--- src/rtl/inst_fetch_bridge.sv ---
// inst_fetch_bridge: serializes core ROM-port fetches onto a req/addr_ok/data_ok bus.
// Define IFB_HIT_BUF_EN to build a one-entry hit buffer that serves repeated fetches with no stall.
module inst_fetch_bridge (
    input  logic        clk,
    input  logic        rst,
    input  logic        cpu_ce_i,
    input  logic [31:0] cpu_addr_i,
    output logic [31:0] cpu_data_o,
    output logic        stall_req_o,
    output logic        mem_req_o,
    output logic [31:0] mem_addr_o,
    input  logic        mem_addr_ok_i,
    input  logic        mem_data_ok_i,
    input  logic [31:0] mem_rdata_i
);
    typedef enum logic [1:0] {IDLE, REQ, WAIT, DONE} state_t;
    state_t state, state_nxt;
    logic [31:2] req_addr;
    logic [31:0] rdata;
    logic [31:0] buf_data;
    logic kill, hit, busy, done_ok, idle_like, miss, data_ok;
    logic unused_addr_lsb;
    assign unused_addr_lsb = &{1'b0, cpu_addr_i[1:0]};
    assign busy = state == REQ || state == WAIT;
    assign data_ok = state == WAIT && mem_data_ok_i;
    assign done_ok = state == DONE && cpu_ce_i && cpu_addr_i[31:2] == req_addr;
    assign idle_like = state == IDLE || (state == DONE && !done_ok);
    assign miss = idle_like && cpu_ce_i && !hit;

`ifdef IFB_HIT_BUF_EN
    logic        buf_valid;
    logic [31:2] buf_tag;
    always_ff @(posedge clk or posedge rst)
        if (rst) begin
            buf_valid <= 1'b0;
            buf_tag   <= '0;
            buf_data  <= '0;
        end else if (data_ok && !kill && cpu_ce_i) begin
            buf_valid <= 1'b1;
            buf_tag   <= req_addr;
            buf_data  <= mem_rdata_i;
        end
    assign hit = cpu_ce_i && buf_valid && buf_tag == cpu_addr_i[31:2];
`else
    assign buf_data = '0;
    assign hit = 1'b0;
`endif

    always_ff @(posedge clk or posedge rst)
        if (rst) state <= IDLE;
        else state <= state_nxt;

    always_comb begin
        state_nxt = state == REQ  ? (mem_addr_ok_i ? WAIT : REQ) :
                    state == WAIT ? (mem_data_ok_i ? ((kill || !cpu_ce_i) ? IDLE : DONE) : WAIT) :
                    miss          ? REQ : IDLE;
    end

    // a dropped ce during an outstanding fetch is remembered until the bus returns the word
    always_ff @(posedge clk or posedge rst)
        if (rst) begin
            kill     <= 1'b0;
            req_addr <= '0;
            rdata    <= '0;
        end else begin
            kill     <= data_ok ? 1'b0 : (kill || (busy && !cpu_ce_i));
            req_addr <= miss ? cpu_addr_i[31:2] : req_addr;
            rdata    <= data_ok ? mem_rdata_i : rdata;
        end

    always_comb begin
        mem_req_o   = state == REQ;
        mem_addr_o  = {req_addr, 2'b00};
        stall_req_o = !rst && (miss || (busy && cpu_ce_i));
        cpu_data_o  = rst ? 32'h0 : done_ok ? rdata : (idle_like && hit) ? buf_data : 32'h0;
    end
endmodule
--- config.mk ---
export PLATFORM = sky130hd
export DESIGN_NAME = inst_fetch_bridge
export DESIGN_NICKNAME = d
export VERILOG_FILES = /design/src/rtl/inst_fetch_bridge.sv
export SDC_FILE = /design/constraint.sdc
export NUM_CORES = 1
export LEC_CHECK = 0
export ABC_AREA = 1
export BUFFER_PORTS_ARGS = -buffer_cell sky130_fd_sc_hd__clkbuf_2
export CAP_MARGIN = 20
export CELL_PAD_IN_SITES_DETAIL_PLACEMENT = 0
export CELL_PAD_IN_SITES_GLOBAL_PLACEMENT = 2
export CORE_MARGIN = 2
export CORE_UTILIZATION = 24
export CTS_BUF_LIST = sky130_fd_sc_hd__clkbuf_4 sky130_fd_sc_hd__clkbuf_8
export CTS_CLUSTER_DIAMETER = 100
export DETAILED_ROUTE_END_ITERATION = 10
export PLACE_DENSITY = 0.83
export SYNTH_ARGS = -nofsm -noshare
export SYNTH_HDL_FRONTEND = slang
export SYNTH_SLANG_ARGS = --single-unit
--- constraint.sdc ---
create_clock -name clk -period 3.3 [get_ports clk]
set_input_delay 0.66 -clock clk [delete_from_list [all_inputs] [get_ports clk]]
set_output_delay 0.66 -clock clk [all_outputs]
set_load 0.01 [all_outputs]
Word level (Yosys, flattened, before mapping)

Index checks and enable logic that the tools add are counted.

Muxes and demuxes: 9
Eq/ne operators: 4
Reduce and logical (&&, ||, !) cells: 17

Operators with widths:

| cell                                                | number |
|---|---|
| 2-to-1 mux 32 bit                                   | 2 |
| equality test 30 bit                                | 1 |
| 2-to-1 mux 2 bit                                    | 5 |
| logical AND 1 bit                                   | 8 |
| logical OR 1 bit                                    | 5 |
| equality test 2 bit, second input constant          | 2 |
| zero test 1 bit                                     | 3 |
| equality test 2 x 1 -> 1 bit, second input constant | 1 |
| zero test 2 bit                                     | 1 |
| 2-to-1 mux 1 bit                                    | 2 |

Output and inout port bits: 66
Bits in registers: 65
Input port bits: 69

Logic depth before layout (Yosys ltp)

Depth in word-level cells: 10
Gate-level depth with buffers: 14
Mapped depth without buffers: 13

Worst setup path after synthesis

No wires, ideal clock.

Kind: input-to-output
From: in rst
To: out cpu_data_o[21]
Stages on the path: 4
Setup slack: -193 ps
Required time: 2640 ps
Arrival: 2833 ps
Cell sequence: inv_1 -> nand3_1 -> clkbuf_1 -> nor2_1

Longest elaborated chain between the ends: 1

Ends and longest elaborated chain:

| what              | line | RTL |
|---|---|---|
| start, declared   | 5    | `input logic rst,` |
| 2-to-1 mux 32 bit | 75   | `cpu_data_o = rst ? 32'h0 : done_ok ? rdata : (idle_like && hit) ? buf_data : 32'h0;` |
| end, declared     | 8    | `output logic [31:0] cpu_data_o,` |

No other way between the ends.

Worst setup path in the final report

From: reg req_addr[27] (netlist name)
To: out cpu_data_o[5]

Longest elaborated chain between the ends: 4

Ends and longest elaborated chain:

| what                           | line | RTL |
|---|---|---|
| start, declared                | 18   | `logic [31:2] req_addr;` |
| start signal, assigned         | 67   | `req_addr <= miss ? cpu_addr_i[31:2] : req_addr;` |
| equality test 30 bit           | 26   | `assign done_ok = state == DONE && cpu_ce_i && cpu_addr_i[31:2] == req_addr;` |
| logical AND 1 bit              | 26   |  |
| 2-to-1 mux 32 bit (2 in a row) | 75   |  |

No other way between the ends.

==> impl_metrics.json <==
{
  "status": "finished, final reports clean",
  "fmax_ghz": 0.3589,
  "route.vias.total": 3116,
  "grt_setup_unrepaired": "false",
  "grtUsageTotal_pct": 12.02,
  "fillers": 1586,
  "detailedRoute.firstIterationViolations": 120,
  "route.final.wire_length_um": 8889,
  "core_region_area_um2": 14370,
  "final_cell_mix": "nand2_1 (158), clkbuf_2 (130), inv_1 (104)",
  "power.ir.vdd_worst_v": 0.0002391,
  "power.clock.fraction_pct": 23.1,
  "diode_count": 0,
  "place.port_buffers": 130,
  "library_cell_used_as_clock_root_buffer": "clkbuf_8",
  "hold_end": "rdata[14]",
  "totalNegativeSetupSlack_ns": 0,
  "p_int_w": 0.002263,
  "worst_hold_path_type": "in -> reg",
  "largest_net_degree_at_the_start_of_global_routing": 66,
  "worst-path-buf-inv": 4,
  "synth.distinct_cells": 21,
  "total_standard_cell_area_after_synthesis_um2": 3497,
  "regToRegEndpoint": "req_addr[9]",
  "initial_core_util_pct": 24.34,
  "post-route-min-period_ns": 2.786,
  "startpoint_type": "register",
  "worst_setup_hold_path_clk_slew_ns": 0.08,
  "power_frac_comb_pct": 39.4,
  "cts_bufs_inserted": 9,
  "drtAntennaViolNets": 0,
  "tightestPinTransition_ns": 0.8911,
  "reg2reg_slack_ns": 1.33,
  "floorplan.die.height_um": 124.7,
  "r2r_cells": 13,
  "cp.arrival_ns": 2.13,
  "area_of_the_die_um2": 15550,
  "syn-mean-instance-area_um2": 7.331,
  "critPathMaxStageDelay_ns": 0.37,
  "cts-htree-levels": 3,
  "row_count": 44,
  "ctsResizeCount": 0,
  "class_of_the_most_critical_setup_path": "reg -> out",
  "timing.max_slew.rel_slack_pct": 40.60,
  "cts_num_sinks": 65,
  "synth.yosys.warnings": 0,
  "first_global_vias": 3136,
  "synth.ff_latch_count": 65,
  "final_nets": 678,
  "route.detailed.vias_per_inst": 3.924,
  "final.period_utilization_pct": 84.44,
  "post-cts-setup-buffer-count": 0,
  "timing.final.hold_violations": 0,
  "power.density_cell_area_nw_per_um2": 819.8,
  "critical-path-top-cell-by-count": "nand2_1",
  "first_drt_pass_iteration_count": 4,
  "io_pins": 135,
  "switching_share_pct": 39.22,
  "fin_hold_ws_ns": 0.5142,
  "synthCells": 477,
  "cts_tree": "done",
  "slew_violations": 0,
  "final_layout_size_suffix_gt1_share_pct": 29.34,
  "worstSetupEndpointType": "output port",
  "critical-path-top-delay-family": "simple AND/OR/NAND/NOR gates",
  "max-clock-path-buffers": 2,
  "grt-ovfl-total": 0,
  "leakage_nw": 2.594,
  "synth_seq_area_share_pct": 46.51,
  "setup_violations": 0,
  "hold_start": "mem_rdata_i[14]",
  "path_cells": "inv_1 -> nand2_1 -> nand2_1 -> inv_1 -> nand2_1 -> nor2_1 -> nand2_1 -> nor2_1 -> nand3_1 -> buf_4 -> nor2_1 -> clkbuf_2",
  "die_width_um": 124.7,
  "drv.max_cap_violation_count": 0,
  "detail_route.wl_per_cell_um": 11.20,
  "insertion_delay_ns": 0.35,
  "cts_hold_buffers": 0,
  "final_util_pct": 31.62,
  "cpMaxStageDelayCell": "dfrtp_1",
  "dpl.hpwl_um": 6520,
  "p_switching_w": 0.001461,
  "cp.required_ns": 2.64,
  "hold_path_depth": 3,
  "number_of_antenna_violations_at_the_first_check_in_global_routing": 0,
  "gp_routability_congestion": 0.7258,
  "critical_path_peak_fanout": 32,
  "worst_clock_skew_ns": 0.01056,
  "area_growth_syn_to_layout_pct": 29.91,
  "residual_drc_count": 0,
  "seq_power_share_pct": 37.5,
  "grt_first_pass_wirelength_um": 14990,
  "critical_path.reg2reg.startpoint": "req_addr[27]",
  "final_common_cell": "nand2_1"
}
## Yosys cell counts
cell | count | area, µm²
a21oi_1 | 2 | 10.01
buf_2 | 2 | 10.01
buf_4 | 2 | 15.01
buf_6 | 5 | 56.30
clkbuf_1 | 8 | 30.03
conb_1 | 1 | 3.750
dfrtp_1 | 65 | 1627
ha_1 | 4 | 50.05
inv_1 | 105 | 394.1
nand2_1 | 158 | 593.1
nand2_2 | 2 | 12.51
nand2_4 | 1 | 11.26
nand2_8 | 1 | 20.02
nand3_1 | 9 | 45.04
nand4_1 | 1 | 6.260
nor2_1 | 45 | 168.9
nor2_2 | 1 | 6.260
o21ai_0 | 35 | 175.2
o21ai_2 | 24 | 210.2
xnor2_1 | 5 | 43.79
xor2_1 | 1 | 8.760
## worst reg2reg max path: stages (launching register included)
cell and delay, ns:
dfrtp_1 0.37, inv_1 0.07, nand2_1 0.06, nand2_1 0.05, inv_1 0.05, nand2_1 0.04, nor2_1 0.11, nand2_1 0.09
nor2_1 0.23, nand2_2 0.10, nand2_4 0.15, nand2_8 0.27, nand2_1 0.20, o21ai_2 0.06
## per-layer routing
layer / part of all wire, % / track usage, %
met1: 47 / 15.17
met2: 44 / 18.87
met3: 8.0 / 4.253
met4: 1.5 / 4.560
met5: 0 / 0
## registers in the layout, summed over array words and instances, names as in the netlist
name / flops
rdata: 32
req_addr: 30
state: 2
kill: 1
## layout make-up
type	count	area [µm²]	area share, %
clock inverter	6	115.1	2.534
tap	184	230.2	5.067
multi-input combinational	291	1369	30.13
clock buffer	10	131.4	2.892
sequential	65	1627	35.80
timing repair buffer	133	673.1	14.82
inverter	105	397.9	8.758
## cells by family (layout without fill, tap and decap cells)
group | after synthesis | in the layout | share of synthesized area, %
DFF | 65 | 65 | 46.51
and+or+nand+nor | 218 | 218 | 24.69
buffers and inverters | 122 | 254 | 14.45
AOI/OAI and AO/OA | 61 | 61 | 11.31
adders and majority gates | 4 | 4 | 1.431
other | 1 | 2 | 0.1072
xor gates and xnor gates | 6 | 6 | 1.503
## through the flow
stage               total power, W  area, µm²  cells  setup WS [ns]
floorplan                 0.002480       3505    478         0.2427
global placement          0.002873       4297    778         0.4503
detailed placement        0.002924       4297    778         0.4517
CTS                       0.003810       4543    794         0.3944
global route              0.004103       4543    794         0.2043
finish                    0.003724       4543    794         0.5136
## power groups by stage
| stage | logic [W] | registers [W] | clock network, W |
|---|---|---|---|
| after global routing | 0.00171 | 0.00146 | 0.000930 |
| after floorplan | 0.00102 | 0.00146 | 0 |
| after detailed placement | 0.00150 | 0.00142 | 0 |
| after global placement | 0.00147 | 0.00140 | 0 |
| after CTS | 0.00151 | 0.00141 | 0.000895 |
| final | 0.00147 | 0.00140 | 0.000860 |
## worst max path at each step
stage                              from        endpoint  slack (ns)  cells past startpoint
final                      req_addr[27]   cpu_data_o[5]        0.51                     12
after global routing       req_addr[31]  cpu_data_o[31]        0.20                     12
after CTS                  req_addr[10]   cpu_data_o[5]        0.39                      9
after detailed placement  cpu_addr_i[6]   cpu_data_o[5]        0.45                     13
after global placement    cpu_addr_i[6]  cpu_data_o[16]        0.45                     13
after floorplan                     rst  cpu_data_o[21]        0.24                      4
Note: power is estimated with default switching activity, not from simulation.
